File: src/rtl/codemem_pkg.sv
// Shared constants and loader state encoding for the code memory
// boot loader (codemem_loader and its byte_packer helper).
package codemem_pkg;

    localparam int CODE_ADDR_W = 6;
    localparam int CODE_DEPTH  = 64;
    localparam int INSTR_W     = 16;

    typedef enum logic [2:0] {
        IDLE,
        GET_HI,
        GET_LO,
        WRITE,
        GET_SUM,
        FINISH
    } load_state_t;

endpackage

File: src/rtl/codemem_loader_byte_packer.sv
// byte_packer: registered byte_ready plus hi/lo byte capture.
// Ports: clock/reset; ready_next, cap_hi, cap_lo from the loader FSM;
// byte_valid/byte_data/byte_ready stream side; fire = accepted byte;
// word = {hi, lo} assembled instruction.
module byte_packer
    import codemem_pkg::*;
(
    input  logic               clock,
    input  logic               reset,
    input  logic               ready_next,
    input  logic               cap_hi,
    input  logic               cap_lo,
    input  logic               byte_valid,
    input  logic [7:0]         byte_data,
    output logic               byte_ready,
    output logic               fire,
    output logic [INSTR_W-1:0] word
);

    logic [7:0] hi;
    logic [7:0] lo;

    assign fire = byte_valid & byte_ready;
    assign word = {hi, lo};

    always_ff @(posedge clock or negedge reset) begin
        if (!reset) begin
            byte_ready <= 1'b0;
            hi         <= '0;
            lo         <= '0;
        end else begin
            // ready follows the state being entered, so it is a clean flop
            byte_ready <= ready_next;
            if (fire && cap_hi) hi <= byte_data;
            if (fire && cap_lo) lo <= byte_data;
        end
    end

endmodule

File: src/rtl/codemem_loader.sv
// codemem_loader: loads a byte stream into the 64x16 code memory and
// holds the CPU halted until the programmed number of words is written.
// Ports: clock, reset (async, active-low); start + word_count begin a
// session; byte_valid/byte_data/byte_ready byte stream; mem_we,
// mem_waddr, mem_wdata, mem_run code memory side; cpu_run, busy, done,
// load_err status. Define CODEMEM_LOADER_CHECKSUM_EN to require a
// trailing checksum byte making the modulo-256 byte sum zero.
module codemem_loader
    import codemem_pkg::*;
#(
    parameter int ADDR_W = CODE_ADDR_W,
    parameter int DEPTH  = CODE_DEPTH
) (
    input  logic               clock,
    input  logic               reset,
    input  logic               start,
    input  logic [ADDR_W:0]    word_count,
    input  logic               byte_valid,
    input  logic [7:0]         byte_data,
    output logic               byte_ready,
    output logic               mem_we,
    output logic [ADDR_W-1:0]  mem_waddr,
    output logic [INSTR_W-1:0] mem_wdata,
    output logic               mem_run,
    output logic               cpu_run,
    output logic               busy,
    output logic               done,
    output logic               load_err
);

    localparam logic [ADDR_W:0]   DEPTH_W = (ADDR_W + 1)'(DEPTH);
    localparam logic [ADDR_W:0]   C_ONE   = (ADDR_W + 1)'(1);
    localparam logic [ADDR_W-1:0] A_ONE   = ADDR_W'(1);

    load_state_t        state;
    load_state_t        state_next;
    logic [ADDR_W-1:0]  addr;
    logic [ADDR_W:0]    count;
    logic [INSTR_W-1:0] word;
    logic               fire;
    logic               ready_next;
    logic               cap_hi;
    logic               cap_lo;
    logic               count_ok;
    logic               last;
    logic               do_load;
    logic               do_bad;
    logic               do_step;
    logic               do_fail;

    assign count_ok = (word_count != '0) && (word_count <= DEPTH_W);
    assign last     = ({1'b0, addr} == (count - C_ONE));

`ifdef CODEMEM_LOADER_CHECKSUM_EN
    logic [7:0] sum;
    logic       sum_ok;

    assign sum_ok = ((sum + byte_data) == 8'h00);

    always_ff @(posedge clock or negedge reset) begin
        if (!reset) begin
            sum <= '0;
        end else if (do_load) begin
            sum <= '0;
        end else if (fire && (cap_hi || cap_lo)) begin
            sum <= sum + byte_data;
        end
    end
`endif

    byte_packer u_packer (
        .clock      (clock),
        .reset      (reset),
        .ready_next (ready_next),
        .cap_hi     (cap_hi),
        .cap_lo     (cap_lo),
        .byte_valid (byte_valid),
        .byte_data  (byte_data),
        .byte_ready (byte_ready),
        .fire       (fire),
        .word       (word)
    );

    always_ff @(posedge clock or negedge reset) begin
        if (!reset) state <= IDLE;
        else        state <= state_next;
    end

    always_comb begin
        state_next = state;
        cap_hi     = 1'b0;
        cap_lo     = 1'b0;
        mem_we     = 1'b0;
        do_load    = 1'b0;
        do_bad     = 1'b0;
        do_step    = 1'b0;
        do_fail    = 1'b0;
        case (state)
            IDLE: begin
                if (start) begin
                    if (count_ok) begin
                        do_load    = 1'b1;
                        state_next = GET_HI;
                    end else begin
                        do_bad = 1'b1;
                    end
                end
            end
            GET_HI: begin
                cap_hi = 1'b1;
                if (fire) state_next = GET_LO;
            end
            GET_LO: begin
                cap_lo = 1'b1;
                if (fire) state_next = WRITE;
            end
            WRITE: begin
                mem_we = 1'b1;
                if (last) begin
`ifdef CODEMEM_LOADER_CHECKSUM_EN
                    state_next = GET_SUM;
`else
                    state_next = FINISH;
`endif
                end else begin
                    do_step    = 1'b1;
                    state_next = GET_HI;
                end
            end
            GET_SUM: begin
`ifdef CODEMEM_LOADER_CHECKSUM_EN
                if (fire) begin
                    if (sum_ok) begin
                        state_next = FINISH;
                    end else begin
                        do_fail    = 1'b1;
                        state_next = IDLE;
                    end
                end
`else
                state_next = IDLE;
`endif
            end
            FINISH:  state_next = IDLE;
            default: state_next = IDLE;
        endcase
    end

    assign ready_next = (state_next == GET_HI) ||
                        (state_next == GET_LO) ||
                        (state_next == GET_SUM);

    always_ff @(posedge clock or negedge reset) begin
        if (!reset) begin
            addr     <= '0;
            count    <= '0;
            done     <= 1'b0;
            load_err <= 1'b0;
        end else begin
            if (do_load) begin
                count    <= word_count;
                addr     <= '0;
                done     <= 1'b0;
                load_err <= 1'b0;
            end
            if (do_bad || do_fail) load_err <= 1'b1;
            if (do_step) addr <= addr + A_ONE;
            if (state == FINISH) done <= 1'b1;
        end
    end

    assign busy      = (state == GET_HI) || (state == GET_LO) ||
                       (state == WRITE)  || (state == GET_SUM);
    assign cpu_run   = (state == IDLE) && done;
    // the code memory drops writes unless it is enabled
    assign mem_run   = cpu_run || mem_we;
    assign mem_waddr = addr;
    assign mem_wdata = mem_we ? word : '0;

endmodule

File: config.mk
export PLATFORM = sky130hd
export DESIGN_NAME = codemem_loader
export DESIGN_NICKNAME = d
export VERILOG_FILES = /design/src/rtl/codemem_pkg.sv /design/src/rtl/codemem_loader_byte_packer.sv /design/src/rtl/codemem_loader.sv
export SDC_FILE = /design/constraint.sdc
export NUM_CORES = 1
export LEC_CHECK = 0
export BUFFER_PORTS_ARGS = -buffer_cell sky130_fd_sc_hd__buf_2
export CAP_MARGIN = 25
export CORE_AREA = 8 8 80 75
export CTS_BUF_LIST = sky130_fd_sc_hd__clkbuf_4
export CTS_CLUSTER_SIZE = 28
export DETAILED_ROUTE_END_ITERATION = 10
export DIE_AREA = 0 0 88 83
export SLEW_MARGIN = 20
export SYNTH_ARGS = -nofsm -noshare
export SYNTH_HDL_FRONTEND = slang
export SYNTH_HIERARCHICAL = 1
export SYNTH_SLANG_ARGS = --single-unit
File: constraint.sdc
create_clock -name clock -period 2.15 [get_ports clock]
set_input_delay 0.1075 -clock clock [delete_from_list [all_inputs] [get_ports clock]]
set_output_delay 0.1075 -clock clock [all_outputs]
set_load 0.02 [all_outputs]
==> results of run 1 <==
## registers in the layout, summed over array words and instances (netlist names)
name                 cells
u_packer/hi              8
done                     1
u_packer/lo              8
mem_waddr                6
load_err                 1
state                    3
count                    7
u_packer/byte_ready      1
## metrics by stage
step                      instances  util, %  total power, mW  setup slack (ps)
after global routing            299     53.7             3.37             -71.1
after detailed placement        271     46.1             2.39              45.2
after global placement          271     46.1             2.36               113
final                           299     53.7             3.14              65.2
after CTS                       294     51.6             3.02              31.5
after floorplan                 157        -             1.99               150
## synthesized netlist by cell type (all sizes together) (5+ instances only)
library cell,count,area share (%)
inv,5,1.0
nor2,7,1.5
xor2,6,2.9
dfrtp,35,49
mux2,23,14
a21oi,6,1.7
and2,19,6.7
nor3,5,1.9
nand3,7,2.8
## layer usage
metal	wire length (µm)	GRT usage [%]	part of all wire [%]
met2	2030	19.6	47
met4	65	5.31	1.5
met3	232	3.44	5.4
met5	0	0	0
met1	1970	14.4	46
## placed cells by master (no fill, tap or decap), types with 2 or more instances in the layout
master and instances:
sky130_fd_sc_hd__a211o_1 2, sky130_fd_sc_hd__bufinv_16 2, sky130_fd_sc_hd__dfrtp_1 35, sky130_fd_sc_hd__xnor2_1 2, sky130_fd_sc_hd__mux2_1 2, sky130_fd_sc_hd__nand2_1 3, sky130_fd_sc_hd__xor2_1 6, sky130_fd_sc_hd__nor3_4 2
sky130_fd_sc_hd__mux2_2 21, sky130_fd_sc_hd__and2_1 17, sky130_fd_sc_hd__nor3_1 3, sky130_fd_sc_hd__clkbuf_4 6, sky130_fd_sc_hd__buf_2 47, sky130_fd_sc_hd__buf_4 11, sky130_fd_sc_hd__nand3_2 3, sky130_fd_sc_hd__o21ai_0 2
sky130_fd_sc_hd__a21oi_1 6, sky130_fd_sc_hd__nor2b_1 3, sky130_fd_sc_hd__nor3b_1 2, sky130_fd_sc_hd__o2bb2ai_1 2, sky130_fd_sc_hd__inv_1 5, sky130_fd_sc_hd__dlygate4sd3_1 15, sky130_fd_sc_hd__nand3_1 4, sky130_fd_sc_hd__nor2_1 7
## area by class of cell
class / instances / area, µm²
clock inverter: 2 / 60.1
clock buffer: 6 / 45.0
fill: 424 / 2160
inverter: 5 / 18.8
tap: 65 / 81.3
timing repair buffer: 74 / 479
sequential: 35 / 876
multi-input combinational: 112 / 937
## worst paths after layout
kind                                       end  slack (ps)      startpoint  cells past startpoint
worst max-delay path              mem_waddr[3]          70        count[1]                      9
max in group asynchronous             count[1]        1290           reset                      2
min in group asynchronous             count[2]         360           reset                      2
worst min-delay path                  count[4]          30   word_count[4]                      2
worst min register to register  u_packer/lo[6]         510  u_packer/lo[6]                      1
worst max register to register    mem_waddr[3]          70        count[1]                      9
## critical path: cells and delay by family (launching register included)
kind	cells	cell delay [ps]
AO/OA/AOI/OAI	3	780
flip-flops	1	410
AND/OR/NAND/NOR	3	340
buffers and inverters	2	260
adder cells (fa/ha/maj)	1	200
## repair_timing
action,4_1_cts,5_1_grt
setup endpoints to repair,0,4
resized for setup,0,11
buffers inserted,0,5
endpoints found under the hold margin,56,0
hold buffers,15,0
## power by group
part           internal [mW]  switching [mW]  total (mW)
clock                  0.375           0.226       0.602
combinational          0.687           0.666        1.35
sequential             0.933           0.249        1.18
## cell families after synthesis
kind of cell | count (synthesis) | share of synthesized area (%)
AND/OR/NAND/NOR | 56 | 19.7
flip-flops | 35 | 48.5
multiplexers | 24 | 14.9
AO/OA/AOI/OAI | 21 | 8.60
buffers and inverters | 10 | 2.50
XOR/XNOR | 9 | 4.37
adder cells (fa/ha/maj) | 2 | 1.39
==> flow_summary.json, run 1 <==
{
  "outcome": "finished, final reports clean",
  "cts.root.buffer_cell": "sky130_fd_sc_hd__clkbuf_4",
  "synth_enable_flop_cells": 0,
  "route.final.wire_length_um": 4300,
  "startpoint_type": "flip-flop",
  "die_area_um2": 7300,
  "wire_per_inst_um": 14.4,
  "powerDensity_nw_per_um2": 1260,
  "hold_ws_ps": 27.5,
  "antenna-diode-count": 0,
  "clock_latency_ps": 350,
  "die_y_um": 83,
  "grt_residual_overflow": 0,
  "synth.distinct_cells": 43,
  "slew_headroom_pct": 48.2,
  "syn-num-nets": 178,
  "hold_viol_final": 0,
  "synthesis.instances": 157,
  "num-nets-final": 254,
  "clock-sinks": 35,
  "max-clock-path-buffers": 2,
  "area_growth_pct": 38.4,
  "routabilityCongestion": 0.767,
  "final-setup-viol-count": 0,
  "fmaxAchievable_ghz": 0.480,
  "cp_data_required_time_ps": 2390,
  "global_route_wire_length_before_repair_um": 7020,
  "drive_gt1_share_pct": 44.4,
  "ir_drop_mv": 0.639,
  "skew_ps": 13.9,
  "timing.setup.tns_ps": 0,
  "via_per_inst": 4.78,
  "initial_core_util_pct": 38.8,
  "critical_path_peak_fanout": 7,
  "port-buffer-count": 47,
  "dp_hpwl_um": 2930,
  "total_leakage_power_nw": 1.21,
  "post_dp_cell_area_um2": 2150,
  "syn-cell-area_um2": 1800,
  "tritoncts": "yes",
  "max_cap_violations": 0,
  "dr.pass1.iters": 4,
  "final_critical_path_time_including_i_o_delays_and_setup_ps": 2080,
  "ys_dominant_reg_cell": "sky130_fd_sc_hd__dfrtp_1",
  "arrival_ps": 2320,
  "post-route-period-util_pct": 97.0,
  "synthesis_warnings": 6,
  "number_of_global_route_vias_before_repair": 1525,
  "dieWidth_um": 88,
  "timing.critical_path.to_type": "flip-flop",
  "drt_iter0_drc": 39,
  "detailed_route_via_count": 1430,
  "grt_max_degree": 36,
  "antenna_found_initial": 0,
  "postSynthRegisterBits": 35,
  "io_pins": 48,
  "timing.final.max_slew_violations": 0,
  "coreArea_um2": 4650,
  "finalInstanceArea_um2": 2500,
  "max_slew.worst_pin.slew_ps": 777,
  "min_path_type": "in2reg",
  "rows": 24,
  "grtUsageTotal_pct": 12.1,
  "cts-buffers-inserted": 5,
  "maximum_cell_stage_delay_along_the_critical_path_ps": 410,
  "timing.critical_path.cells": "inv_1, ha_2, nand2b_4, o31ai_1, nand4_1, o31ai_2, buf_4, nor3_1, a211o_1",
  "critical_path.slowest_cell": "sky130_fd_sc_hd__dfrtp_1",
  "synth-async-reset-ratio_pct": 100,
  "ctsHtreeMaxLevel": 2,
  "antenna_left": 0,
  "path_clk_slew_ps": 110,
  "drc": 0,
  "post_synth.cell_area_avg_um2": 11.5,
  "timing_worst_setup_path_type": "reg2reg",
  "synth.yosys.seq_area_share_pct": 48.5
}
Note: power is estimated with default switching activity, not from simulation.
==> run 2: changes to the inputs <==
--- a/config.mk
+++ b/config.mk
@@ -12,6 +12,7 @@
 export CTS_CLUSTER_SIZE = 28
 export DETAILED_ROUTE_END_ITERATION = 10
 export DIE_AREA = 0 0 88 83
+export RECOVER_POWER = 25
 export SLEW_MARGIN = 20
 export SYNTH_ARGS = -nofsm -noshare
 export SYNTH_HDL_FRONTEND = slang
==> constraint.sdc (replaced) <==
create_clock -name clock -period 2.2 [get_ports clock]
set_input_delay 0.11 -clock clock [delete_from_list [all_inputs] [get_ports clock]]
set_output_delay 0.11 -clock clock [all_outputs]
set_load 0.02 [all_outputs]
==> run 2 against run 1 <==
  * First-iteration DRC count up 46%
  * Critical path depth down 1
  * Sequential power down 3%
  * Largest cell class unchanged
==> flow_summary.json, run 2 (synthesis results as in run 1) <==
{
  "clock-sinks": 35,
  "skew_ps": 9.06,
  "max-clock-path-buffers": 2,
  "initial_core_util_pct": 38.8,
  "grtUsageTotal_pct": 12.3,
  "grt_residual_overflow": 0,
  "powerDensity_nw_per_um2": 1190,
  "final_critical_path_setup_slack_ps": 93.1,
  "grt.met1_usage_pct": 14.6,
  "timing.setup.tns_ps": 0,
  "antenna_left": 0,
  "place_worst_setup_slack_ps": 87.9,
  "num-nets-final": 250,
  "routabilityCongestion": 0.784,
  "rows": 24,
  "io_pins": 48,
  "dr.pass1.iters": 4,
  "tritoncts": "yes",
  "number_of_global_route_vias_before_repair": 1450,
  "total_leakage_power_nw": 1.16,
  "timing_worst_setup_path_type": "reg2reg",
  "dp_hpwl_um": 2900,
  "antenna-diode-count": 0,
  "max_slew.worst_pin.slew_ps": 865,
  "ir_drop_mv": 0.509,
  "fmaxAchievable_ghz": 0.475,
  "drt_iter0_drc": 57,
  "slew_headroom_pct": 42.3,
  "fraction_of_met3_tracks_used_by_global_routing_pct": 4.72,
  "maximum_cell_stage_delay_along_the_critical_path_ps": 480,
  "global_route.usage.met2_pct": 19.2,
  "final-setup-viol-count": 0,
  "ctsHtreeMaxLevel": 2,
  "timing.critical_path.to_type": "flip-flop",
  "post-route-period-util_pct": 95.8,
  "detailed_route_via_count": 1435,
  "coreArea_um2": 4650,
  "route.final.wire_length_um": 4300,
  "path_clk_slew_ps": 110,
  "grt_most_used_layer": "met2",
  "timing.final.max_slew_violations": 0,
  "clock_latency_ps": 350,
  "grt_max_degree": 36,
  "drc": 0,
  "hold_viol_final": 0,
  "placed_cells_incl_taps": 271,
  "area_growth_pct": 33.8,
  "drive_gt1_share_pct": 42.2,
  "top_library_cells_by_usage_in_the_layout_fill_and_taps_aside": "sky130_fd_sc_hd__buf_2 (46), sky130_fd_sc_hd__dfrtp_1 (35), sky130_fd_sc_hd__mux2_2 (21)",
  "cts.root.buffer_cell": "sky130_fd_sc_hd__clkbuf_4",
  "cp_data_required_time_ps": 2440,
  "cts-buffers-inserted": 5,
  "arrival_ps": 2350,
  "multiInputGateArea_um2": 908,
  "global_route_wire_length_before_repair_um": 7060,
  "crit_buf_inv": 1,
  "via_per_inst": 4.86,
  "startpoint_type": "flip-flop",
  "layout.cells.most_common": "sky130_fd_sc_hd__buf_2",
  "critical_path.slowest_cell": "sky130_fd_sc_hd__or4b_1",
  "final_critical_path_time_including_i_o_delays_and_setup_ps": 2110,
  "port-buffer-count": 47,
  "wire_per_inst_um": 14.6,
  "seqCellArea_um2": 876,
  "critical_path_peak_fanout": 4,
  "min_path_type": "in2reg",
  "post-layout-total-power_mw": 2.87,
  "hold_ws_ps": 15.9,
  "worst_path_dominant_cell_family": "simple AND/OR/NAND/NOR gates",
  "dieWidth_um": 88,
  "finalInstanceArea_um2": 2410,
  "stdcell_count": 295,
  "largest_registers": "u_packer/hi (8), u_packer/lo (8), count (7)",
  "fillers": 450,
  "post-route-util_pct": 51.9,
  "timing.critical_path.cells": "inv_1, ha_2, nand2b_4, or4b_1, o211ai_2, o31ai_4, and2_1, a211o_1",
  "outcome": "finished, final reports clean",
  "die_area_um2": 7300,
  "die_y_um": 83,
  "max_cap_violations": 0,
  "post_dp_cell_area_um2": 2150,
  "antenna_found_initial": 0
}
run 2: worst paths after layout:
kind	start	end	slack [ps]	depth (start not counted)
max in group asynchronous	reset	u_packer/lo[6]	1260	2
setup reg to reg	count[1]	mem_waddr[2]	90	8
setup / recovery	count[1]	mem_waddr[2]	90	8
hold reg to reg	u_packer/hi[5]	u_packer/hi[5]	510	1
min in group asynchronous	reset	mem_waddr[3]	400	2
hold / removal	word_count[6]	count[6]	20	2
run 2: report_power, final:
part	internal [mW]	switching, mW	leakage [nW]
Sequential	0.912	0.226	0.433
Combinational	0.619	0.644	0.686
Clock	0.239	0.234	0.0452
run 2: metal layers:
layer	up-vias	share of wire, %
met1	699	44
met3	7	6.2
li1	697	-
met2	32	48
met4	0	1.5
met5	-	0
run 2: final cells by class:
cell class / instances / area share, %
clock buffer: 5 / 1.55
clock inverter: 3 / 1.81
inverter: 5 / 0.777
multi-input combinational: 112 / 37.6
sequential: 35 / 36.3
tap: 65 / 3.37
timing repair buffer: 70 / 18.6
run 2: timing repair:
| item | in CTS | in global routing |
|---|---|---|
| endpoints found under the setup margin | 0 | 2 |
| setup buffers | 0 | 0 |
| hold endpoints to repair | 56 | 0 |
| gates resized for setup | 0 | 4 |
| hold buffers | 15 | 0 |
==> run 3: changes to the inputs <==
--- a/config.mk
+++ b/config.mk
@@ -16,5 +16,4 @@
 export SLEW_MARGIN = 20
 export SYNTH_ARGS = -nofsm -noshare
 export SYNTH_HDL_FRONTEND = slang
-export SYNTH_HIERARCHICAL = 1
 export SYNTH_SLANG_ARGS = --single-unit
==> constraint.sdc (replaced) <==
create_clock -name clock -period 2.15 [get_ports clock]
set_input_delay 0.1075 -clock clock [delete_from_list [all_inputs] [get_ports clock]]
set_output_delay 0.1075 -clock clock [all_outputs]
set_load 0.02 [all_outputs]
==> run 3 against run 2 <==
  * Critical path depth unchanged
  * Non-clock buffer count increased by 2
  * Hold slack improved by 22 ps
  * Global-route usage increased by 0.35 points
  * Via count increased by 4.6%
  * Largest power group unchanged
  * Utilization decreased by 0.16 points
  * Highest routed layer unchanged
  * Total power increased by 4.6%
==> flow_summary.json, run 3 <==
{
  "postSynthRegisterBits": 35,
  "global_route_wire_length_before_repair_um": 7360,
  "grtUsageTotal_pct": 12.6,
  "cts-buffers-inserted": 5,
  "die_area_um2": 7300,
  "ys_dominant_reg_cell": "sky130_fd_sc_hd__dfrtp_1",
  "ctsHtreeMaxLevel": 2,
  "cp_data_required_time_ps": 2400,
  "min_path_type": "in2reg",
  "synthDominantCellAreaShare_pct": 48.4,
  "synthesis_warnings": 0,
  "dr.pass1.iters": 4,
  "max_slew.worst_pin.slew_ps": 851,
  "syn-num-nets": 193,
  "critical_path.slowest_cell": "sky130_fd_sc_hd__or3_1",
  "clock-sinks": 35,
  "place_worst_setup_slack_ps": 68.5,
  "max_cap_violations": 0,
  "yosysMostFrequentCell": "sky130_fd_sc_hd__dfrtp_1",
  "coreArea_um2": 4650,
  "antenna_found_initial": 0,
  "final-setup-viol-count": 0,
  "dieWidth_um": 88,
  "synth_top_cells_by_area": "sky130_fd_sc_hd__dfrtp_1 (48%), sky130_fd_sc_hd__mux2_2 (10%), sky130_fd_sc_hd__and2_1 (5.9%)",
  "critical_path_peak_fanout": 3,
  "synth.yosys.seq_area_share_pct": 48.4,
  "layout.cells.most_common": "sky130_fd_sc_hd__buf_2",
  "initial_core_util_pct": 38.9,
  "arrival_ps": 2330,
  "powerDensity_nw_per_um2": 1250,
  "timing_worst_setup_path_type": "reg2reg",
  "timing.critical_path.to_type": "flip-flop",
  "via_per_inst": 4.80,
  "tritoncts": "yes",
  "area_growth_pct": 33.1,
  "synth.distinct_cells": 40,
  "drt_iter0_drc": 78,
  "number_of_global_route_vias_before_repair": 1505,
  "path_clk_slew_ps": 110,
  "largest_registers": "u_packer.hi (8), u_packer.lo (8), count (7)",
  "post-route-period-util_pct": 97.1,
  "cts.root.buffer_cell": "sky130_fd_sc_hd__clkbuf_4",
  "hold_viol_final": 0,
  "routabilityCongestion": 0.802,
  "synth_enable_flop_cells": 0,
  "grt_max_degree": 36,
  "port-buffer-count": 47,
  "rows": 24,
  "io_pins": 48,
  "outcome": "finished, final reports clean",
  "detailed_route_via_count": 1501,
  "ir_drop_mv": 0.550,
  "grt_residual_overflow": 0,
  "antenna_left": 0,
  "timing.critical_path.cells": "inv_1, ha_1, nor2b_1, or3_1, a31oi_2, nand4_1, and3_1, a31o_2",
  "post-route-util_pct": 51.7,
  "slew_headroom_pct": 43.3,
  "synthesis.instances": 172,
  "maximum_cell_stage_delay_along_the_critical_path_ps": 380,
  "die_y_um": 83,
  "syn-cell-area_um2": 1810,
  "fmaxAchievable_ghz": 0.479,
  "skew_ps": 5.99,
  "synth-async-reset-ratio_pct": 100,
  "netlist.top_cell.by_area": "sky130_fd_sc_hd__dfrtp_1",
  "dp_hpwl_um": 3110,
  "final_critical_path_setup_slack_ps": 63.2,
  "drc": 0,
  "top_library_cells_by_usage_in_the_layout_fill_and_taps_aside": "sky130_fd_sc_hd__buf_2 (46), sky130_fd_sc_hd__dfrtp_1 (35), sky130_fd_sc_hd__nand2_1 (20)",
  "clock_latency_ps": 340,
  "num-nets-final": 268,
  "synth_top_cells_by_count": "sky130_fd_sc_hd__dfrtp_1 (35), sky130_fd_sc_hd__nand2_1 (21), sky130_fd_sc_hd__and2_1 (17)",
  "timing.final.max_slew_violations": 0,
  "timing.setup.tns_ps": 0,
  "antenna-diode-count": 0,
  "wire_per_inst_um": 14.2,
  "route.final.wire_length_um": 4440,
  "total_leakage_power_nw": 1.17,
  "post_synth.cell_area_avg_um2": 10.5,
  "final_critical_path_time_including_i_o_delays_and_setup_ps": 2090,
  "drive_gt1_share_pct": 38.3,
  "max-clock-path-buffers": 2,
  "startpoint_type": "flip-flop"
}
==> run 3: changes by cell type in the layout (fill, tap and decap cells not counted), moves of 3 or more <==
cell,delta
sky130_fd_sc_hd__nand2_1,+17
sky130_fd_sc_hd__mux2_2,-5
sky130_fd_sc_hd__a21oi_1,-3
sky130_fd_sc_hd__o21ai_0,+3
sky130_fd_sc_hd__xnor2_1,+3
sky130_fd_sc_hd__xor2_1,-3
==> run 3: cells by family after synthesis <==
group	after synthesis	synth area share (%)
xor+xnor	9	4.36
simple gates	76	24.6
buf+inv	11	2.35
fa+ha+maj	2	1.38
mux	19	11.6
flops	35	48.4
compound gates	20	7.33
==> run 3: timing repair <==
item	4_1_cts	5_1_grt
setup endpoints to repair	0	6
hold endpoints to repair	57	0
gates resized for setup	0	4
buffers inserted	0	1
hold buffers	16	0
==> run 3: where the power goes <==
group	internal (mW)	leakage [nW]	switching, mW	total, mW
Combinational	0.682	0.699	0.782	1.46
Clock	0.139	0.0317	0.227	0.366
Sequential	0.947	0.437	0.229	1.18
Total	1.77	1.17	1.24	3.01
==> run 3: worst paths after layout <==
kind	start	endpoint	slack, ps	depth (start not counted)
max	count[1]	mem_waddr[1]	60	8
min	start	load_err	40	3
max reg2reg	count[1]	mem_waddr[1]	60	8
min reg2reg	u_packer.hi[5]	u_packer.hi[5]	510	1
max in group asynchronous	reset	mem_waddr[5]	1220	2
min in group asynchronous	reset	mem_waddr[1]	400	2
==> run 3: final cells by class <==
cell class | count | area, µm²
inverter | 7 | 26.3
clock buffer | 6 | 45.0
fill | 442 | 2250
timing repair buffer | 72 | 463
multi-input combinational | 126 | 903
clock inverter | 2 | 12.5
tap | 65 | 81.3
sequential | 35 | 876
==> run 3: per-layer routing <==
metal	routed length [µm]	up-vias	part of all wire (%)	GRT usage, %
met5	0	-	0	0
met4	55	0	1.2	3.75
met3	171	7	3.9	3.94
met2	2160	26	49	20.5
met1	2050	722	46	15.4
li1	-	746	-	-
==> run 3: per-stage QoR <==
step | hold slack (ps) | cell area (µm²) | total power [mW] | instances
3_5_place_dp | 241 | 2170 | 2.59 | 288
4_1_cts | 26.5 | 2390 | 2.99 | 312
2_1_floorplan | -188 | 1810 | 2.14 | 172
5_1_grt | 52.8 | 2410 | 3.24 | 313
6_report | 38.3 | 2410 | 3.01 | 313
3_3_place_gp | 240 | 2170 | 2.57 | 288
==> run 3: worst max-delay path: cells and delay by family (launching register included) <==
family                   cells  cell delay [ps]
flip-flops                   1              370
adder cells (fa/ha/maj)      1              200
AO/OA/AOI/OAI                2              410
buffers and inverters        1               70
AND/OR/NAND/NOR              4              950
